File: config.mk
export PLATFORM = sky130hd
export DESIGN_NAME = disparity_median3x3
export DESIGN_NICKNAME = d
export VERILOG_FILES = /design/src/rtl/sgm_pkg.sv /design/src/rtl/median9_sorter.sv /design/src/rtl/disparity_median3x3.sv
export SDC_FILE = /design/constraint.sdc
export NUM_CORES = 2
export LEC_CHECK = 0
export CAP_MARGIN = 5
export CORE_UTILIZATION = 64
export CTS_CLUSTER_SIZE = 40
export DETAILED_ROUTE_END_ITERATION = 10
export PLACE_DENSITY = 0.8
export SYNTH_ARGS = -nofsm -noshare
export SYNTH_HDL_FRONTEND = slang
export SYNTH_SLANG_ARGS = --single-unit
File: constraint.sdc
create_clock -name clk -period 28 [get_ports clk]
set_clock_uncertainty 0.1 [all_clocks]
set_input_delay 5.6 -clock clk [delete_from_list [all_inputs] [get_ports clk]]
set_output_delay 5.6 -clock clk [all_outputs]
set_load 0.005 [all_outputs]
File: src/rtl/sgm_pkg.sv
// Shared SGM constants and the median post-filter state encoding.
// Used by the SGM cores, the median filter and their benches.
package sgm_pkg;

  localparam int DISP_WIDTH   = 6;
  localparam int FRAME_WIDTH  = 272;
  localparam int FRAME_HEIGHT = 240;

  typedef enum logic [1:0] {
    ST_FILL  = 2'd0,
    ST_RUN   = 2'd1,
    ST_FLUSH = 2'd2
  } med_state_e;

endpackage

File: src/rtl/median9_sorter.sv
// Combinational 9-input median: picks the value whose rank
// window (count below, count below-or-equal) covers position 5.
module median9_sorter #(
  parameter int DISP_WIDTH = sgm_pkg::DISP_WIDTH
) (
  input  logic [8:0][DISP_WIDTH-1:0] win,
  output logic [DISP_WIDTH-1:0]      median
);

  int  lt;
  int  le;
  logic found;

  always_comb begin
    median = win[0];
    found  = 1'b0;
    lt     = 0;
    le     = 0;
    for (int i = 0; i < 9; i++) begin
      lt = 0;
      le = 0;
      for (int j = 0; j < 9; j++) begin
        if (win[j] < win[i])  lt = lt + 1;
        if (win[j] <= win[i]) le = le + 1;
      end
      if (!found && lt <= 4 && le >= 5) begin
        median = win[i];
        found  = 1'b1;
      end
    end
  end

endmodule

File: src/rtl/disparity_median3x3.sv
// Streaming 3x3 median post-filter for the SGM disparity raster.
// Border centres pass through; a FLUSH phase drains the last W+1.
module disparity_median3x3 #(
  parameter int FRAME_WIDTH  = sgm_pkg::FRAME_WIDTH,
  parameter int FRAME_HEIGHT = sgm_pkg::FRAME_HEIGHT,
  parameter int DISP_WIDTH   = sgm_pkg::DISP_WIDTH
) (
  input  logic                  clk,
  input  logic                  rst,
  input  logic [DISP_WIDTH-1:0] disparity_in,
  input  logic                  valid_in,
  output logic                  in_ready,
  output logic [DISP_WIDTH-1:0] disparity_out,
  output logic                  valid_out,
  output logic                  frame_done
);
  import sgm_pkg::*;

  localparam int CW = $clog2(FRAME_WIDTH);
  localparam int RW = $clog2(FRAME_HEIGHT + 2);

  typedef logic [DISP_WIDTH-1:0] disp_t;

  med_state_e state_q, state_d;

  logic [CW-1:0] in_col_q, in_col_d;
  logic [RW-1:0] in_row_q, in_row_d;
  logic [CW-1:0] out_col_q, out_col_d;
  logic [RW-1:0] out_row_q, out_row_d;

  disp_t lb0_q [FRAME_WIDTH];
  disp_t lb1_q [FRAME_WIDTH];

  logic [8:0][DISP_WIDTH-1:0] win_q, win_d;

  disp_t dout_q, dout_d;
  logic  vout_q, vout_d;
  logic  fdone_q, fdone_d;

  logic  step, emit;
  logic  fill_done, last_in, last_out, border;
  disp_t lb0_rd, lb1_rd, in_px, centre, median;

  assign lb0_rd = lb0_q[in_col_q];
  assign lb1_rd = lb1_q[in_col_q];
  assign in_px  = (state_q == ST_FLUSH) ? '0 : disparity_in;

  assign fill_done = (in_row_q == RW'(1)) && (in_col_q == '0);
  assign last_in   = (in_row_q == RW'(FRAME_HEIGHT - 1)) &&
                     (in_col_q == CW'(FRAME_WIDTH - 1));
  assign last_out  = (out_row_q == RW'(FRAME_HEIGHT - 1)) &&
                     (out_col_q == CW'(FRAME_WIDTH - 1));
  assign border    = (out_row_q == '0) ||
                     (out_row_q == RW'(FRAME_HEIGHT - 1)) ||
                     (out_col_q == '0) ||
                     (out_col_q == CW'(FRAME_WIDTH - 1));

  always_ff @(posedge clk) begin
    if (rst) state_q <= ST_FILL;
    else     state_q <= state_d;
  end

  always_comb begin
    state_d = state_q;
    unique case (state_q)
      ST_FILL:  if (step && fill_done) state_d = ST_RUN;
      ST_RUN:   if (step && last_in)   state_d = ST_FLUSH;
      ST_FLUSH: if (last_out)          state_d = ST_FILL;
      default:                         state_d = ST_FILL;
    endcase
  end

  always_comb begin
    in_ready = 1'b1;
    step     = 1'b0;
    emit     = 1'b0;
    unique case (state_q)
      ST_FILL:  step = valid_in;
      ST_RUN: begin
        step = valid_in;
        emit = valid_in;
      end
      ST_FLUSH: begin
        in_ready = 1'b0;
        step     = 1'b1;
        emit     = 1'b1;
      end
      default: in_ready = 1'b1;
    endcase
  end

  always_comb begin
    in_col_d  = in_col_q;
    in_row_d  = in_row_q;
    out_col_d = out_col_q;
    out_row_d = out_row_q;
    if (step) begin
      if (in_col_q == CW'(FRAME_WIDTH - 1)) begin
        in_col_d = '0;
        in_row_d = in_row_q + RW'(1);
      end else begin
        in_col_d = in_col_q + CW'(1);
      end
    end
    if (emit) begin
      if (out_col_q == CW'(FRAME_WIDTH - 1)) begin
        out_col_d = '0;
        out_row_d = out_row_q + RW'(1);
      end else begin
        out_col_d = out_col_q + CW'(1);
      end
    end
    if (state_q == ST_FLUSH && last_out) begin
      in_col_d  = '0;
      in_row_d  = '0;
      out_col_d = '0;
      out_row_d = '0;
    end
  end

  // Newest column enters on the right: two rows up, one up, incoming.
  always_comb begin
    win_d = win_q;
    if (step) begin
      for (int r = 0; r < 3; r++) begin
        win_d[r*3 + 0] = win_q[r*3 + 1];
        win_d[r*3 + 1] = win_q[r*3 + 2];
      end
      win_d[2] = lb1_rd;
      win_d[5] = lb0_rd;
      win_d[8] = in_px;
    end
  end

  assign centre = win_d[4];

  median9_sorter #(
    .DISP_WIDTH(DISP_WIDTH)
  ) u_sorter (
    .win    (win_d),
    .median (median)
  );

  always_comb begin
    vout_d  = emit;
    fdone_d = emit && last_out;
    dout_d  = dout_q;
    if (emit) dout_d = border ? centre : median;
  end

  always_ff @(posedge clk) begin
    if (rst) begin
      in_col_q  <= '0;
      in_row_q  <= '0;
      out_col_q <= '0;
      out_row_q <= '0;
      win_q     <= '0;
      dout_q    <= '0;
      vout_q    <= 1'b0;
      fdone_q   <= 1'b0;
    end else begin
      in_col_q  <= in_col_d;
      in_row_q  <= in_row_d;
      out_col_q <= out_col_d;
      out_row_q <= out_row_d;
      win_q     <= win_d;
      dout_q    <= dout_d;
      vout_q    <= vout_d;
      fdone_q   <= fdone_d;
    end
  end

  always_ff @(posedge clk) begin
    if (step) begin
      lb1_q[in_col_q] <= lb0_rd;
      lb0_q[in_col_q] <= in_px;
    end
  end

  assign disparity_out = dout_q;
  assign valid_out     = vout_q;
  assign frame_done    = fdone_q;

endmodule

==> impl_metrics.py <==
metrics = {
    "synth": {
        "yosysWarnings": 0,
        "ys.flop_type": "edfxtp_1",
        "netlist_area_um2": 147000,
        "synthTopCellsByArea": "edfxtp_1 67%, mux4_2 16%, ha_1 3.1%",
        "syn_area_per_cell_um2": 18.8,
        "syn-num-nets": 8171,
        "async_flop_share_pct": 0,
        "ys_seq_area_share_pct": 68.3,
        "synthCells": 7792,
        "synth.distinct_cells": 115,
        "synth-edff-count": 3264,
        "synth_top_cell_area_share_pct": 66.8,
        "synth_seq_cells": 3371,
        "yosysTopAreaCell": "edfxtp_1",
    },
    "clocking": {
        "ctsHoldBuffers": 0,
        "path_clk_slew_ps": 60,
        "root_buffer": "clkbuf_16",
        "cts_resized": 0,
        "cts.path.max_buffers": 4,
        "cts.sinks": 3371,
        "cts_buffers": 331,
        "tritoncts": "built",
        "cts_setup_buffers": 0,
        "h-tree-depth": 5,
        "insertion_delay_ps": 1010,
    },
    "worst_setup_path": {
        "endpoint": "disparity_out[4]$_SDFFE_PP0P_",
        "r2r_slack_ps": 11970,
        "path_common_cell": "ha_1",
        "crit_type": "reg -> reg",
        "cp_max_fo": 174,
        "r2r_cells": 39,
        "critPathArrivalTime_ps": 16690,
        "cp_top_family": "multiplexers",
        "crit_path_top_delay_cell": "mux2i_1",
        "slowest_delay_ps": 1120,
        "worst-path-buf-inv": 6,
        "required_ps": 28660,
        "r2r_end": "disparity_out[4]$_SDFFE_PP0P_",
        "crit_path_start_kind": "register",
        "critPathCaptureType": "register",
        "worst-path-stages": 39,
    },
    "route": {
        "wl_per_cell_um": 39.2,
        "route.detailed.drc": 0,
        "route.vias.total": 85400,
        "first_pass_iters": 10,
        "drt_iter0_markers": 13900,
        "ant_nets": 0,
        "via_per_inst": 7.50,
        "routed_wl_um": 446000,
    },
    "die": {
        "initial_core_util_pct": 64.4,
        "dieArea_um2": 231000,
        "io_pins": 18,
        "die_w_um": 481,
        "fp-row-count": 175,
        "die_height_um": 481,
        "core_um2": 228000,
    },
    "timing": {
        "drv_slew": 0,
        "finalCritPeriodShare_pct": 57.3,
        "slew-limit-headroom_pct": 3.87,
        "fin_crit_ps": 16030,
        "setup_viol": 0,
        "worst_pin_slew_ps": 1440,
        "finalSetupTns_ps": 0,
        "clock.fmax_mhz": 62.4,
        "rsz0062_at_grt": "false",
        "hold_violations": 0,
        "timing.final.ws_setup_ps": 11970,
    },
    "final_layout": {
        "fin_cells": 11400,
        "n_fill_cell": 12200,
        "layout_commonest_cell": "edfxtp_1",
        "drive_gt1_share_pct": 23.7,
        "nets": 8478,
        "layout_common_cells": "3,264 x edfxtp_1, 1,071 x mux4_2, 496 x nor2_1",
        "syn_to_final_growth_pct": 10.7,
        "fin_util_pct": 71.3,
    },
    "place": {
        "gp_congestion": 0.935,
        "dpl_worst_slack_ps": 12180,
        "dpl.hpwl_um": 238000,
        "portBuffers": 17,
        "dp.cells": 10800,
    },
    "hold_path": {
        "min_path_type": "reg -> reg",
    },
    "power_and_ir_drop": {
        "total_power_w": 0.0158,
        "p_leak_nw": 52.3,
        "ir_worst_vdd_mv": 0.148,
        "power.density_nw_per_um2": 97.3,
    },
    "global_route": {
        "grt_util_all_layers_pct": 39.1,
        "first_global_vias": 84200,
        "grt_max_degree": 240,
        "antenna_found_initial": 43,
        "grt-ovfl-total": 0,
        "grt_pass1_wl_um": 632000,
    },
    "outcome": {
        "status": "finished, final reports clean",
    },
    "run": {
        "max_cap_viol_count": 0,
    },
}
power breakdown:
group | total (W) | internal [W] | switching, W
Combinational | 0.00565 | 0.00216 | 0.00349
Clock | 0.00452 | 0.00253 | 0.00199
Sequential | 0.00563 | 0.00562 | 0.00000999
Total | 0.0158 | 0.0103 | 0.00549
stage by stage:
step / area (µm²) / hold WS (ps)
floorplan: 147000 / 369
finish: 162000 / 398
detailed placement: 152000 / 386
CTS: 162000 / 404
global placement: 152000 / 372
global route: 162000 / 440
synthesized netlist by cell type (49+ instances only):
cell type	number
a211oi_1	49
a21oi_1	172
buf_2	90
clkbuf_1	194
dfxtp_1	107
edfxtp_1	3264
ha_1	366
inv_1	187
mux2i_1	74
mux4_2	1071
nand2_1	266
nand3_1	114
nand4_1	74
nor2_1	508
nor2b_1	54
nor3_1	72
o21a_1	54
o21ai_0	99
xnor2_1	116
xor2_1	73
cells by family after synthesis:
| group | after synthesis | synth area share [%] |
|---|---|---|
| and+or+nand+nor | 1348 | 4.40 |
| buffers and inverters | 538 | 1.52 |
| muxes | 1177 | 17.2 |
| xor gates and xnor gates | 236 | 1.83 |
| AOI/OAI and AO/OA | 746 | 3.57 |
| adders and majority gates | 376 | 3.22 |
| DFF | 3371 | 68.3 |
routing by layer:
layer | global-route usage (%) | vias up | wire length [µm]
met5 | 0.0414 | - | 264
met4 | 21.4 | 40 | 29300
met3 | 9.39 | 1647 | 53900
met2 | 61.5 | 7600 | 213000
met1 | 50.9 | 43500 | 149000
li1 | - | 32600 | -
sequential cells by signal (all words and copies together), names as in the netlist, named ones only:
name,flops
disparity_out,6
frame_done,1
in_col_q,9
in_row_q,8
lb0_q,1632
lb1_q,1632
out_col_q,9
out_row_q,8
state_q,2
valid_out,1
win_q,54
area by class of cell:
cell class              instances  area (µm²)  share of cell area, %
clock buffers                 402        8740                   5.38
clock inverters               176        1740                   1.07
inverters                     192         721                  0.444
multi-input cells            3883       44600                   27.4
repair buffers                320        2640                   1.62
diodes                         29        72.6                 0.0447
well taps                    3009        3760                   2.32
flip-flops and latches       3371      100000                   61.7
worst min path at each step:
stage / startpoint / endpoint / slack (ps) / cells after the start
2_1_floorplan: win_q[1]$_SDFF_PP0_ / win_q[1]$_SDFF_PP0_ / 370 / 2
3_3_place_gp: win_q[22]$_SDFF_PP0_ / win_q[22]$_SDFF_PP0_ / 370 / 2
3_5_place_dp: win_q[22]$_SDFF_PP0_ / win_q[22]$_SDFF_PP0_ / 390 / 2
4_1_cts: win_q[23]$_SDFF_PP0_ / win_q[23]$_SDFF_PP0_ / 400 / 2
5_1_grt: win_q[23]$_SDFF_PP0_ / win_q[23]$_SDFF_PP0_ / 440 / 2
6_report: win_q[23]$_SDFF_PP0_ / win_q[23]$_SDFF_PP0_ / 400 / 2
tightest hold or removal path, delay by kind of cell (launching register included):
family / cells / cell delay, ps
DFF: 1 / 310
muxes: 1 / 80
and+or+nand+nor: 1 / 80
Note: power is estimated with default switching activity, not from simulation.
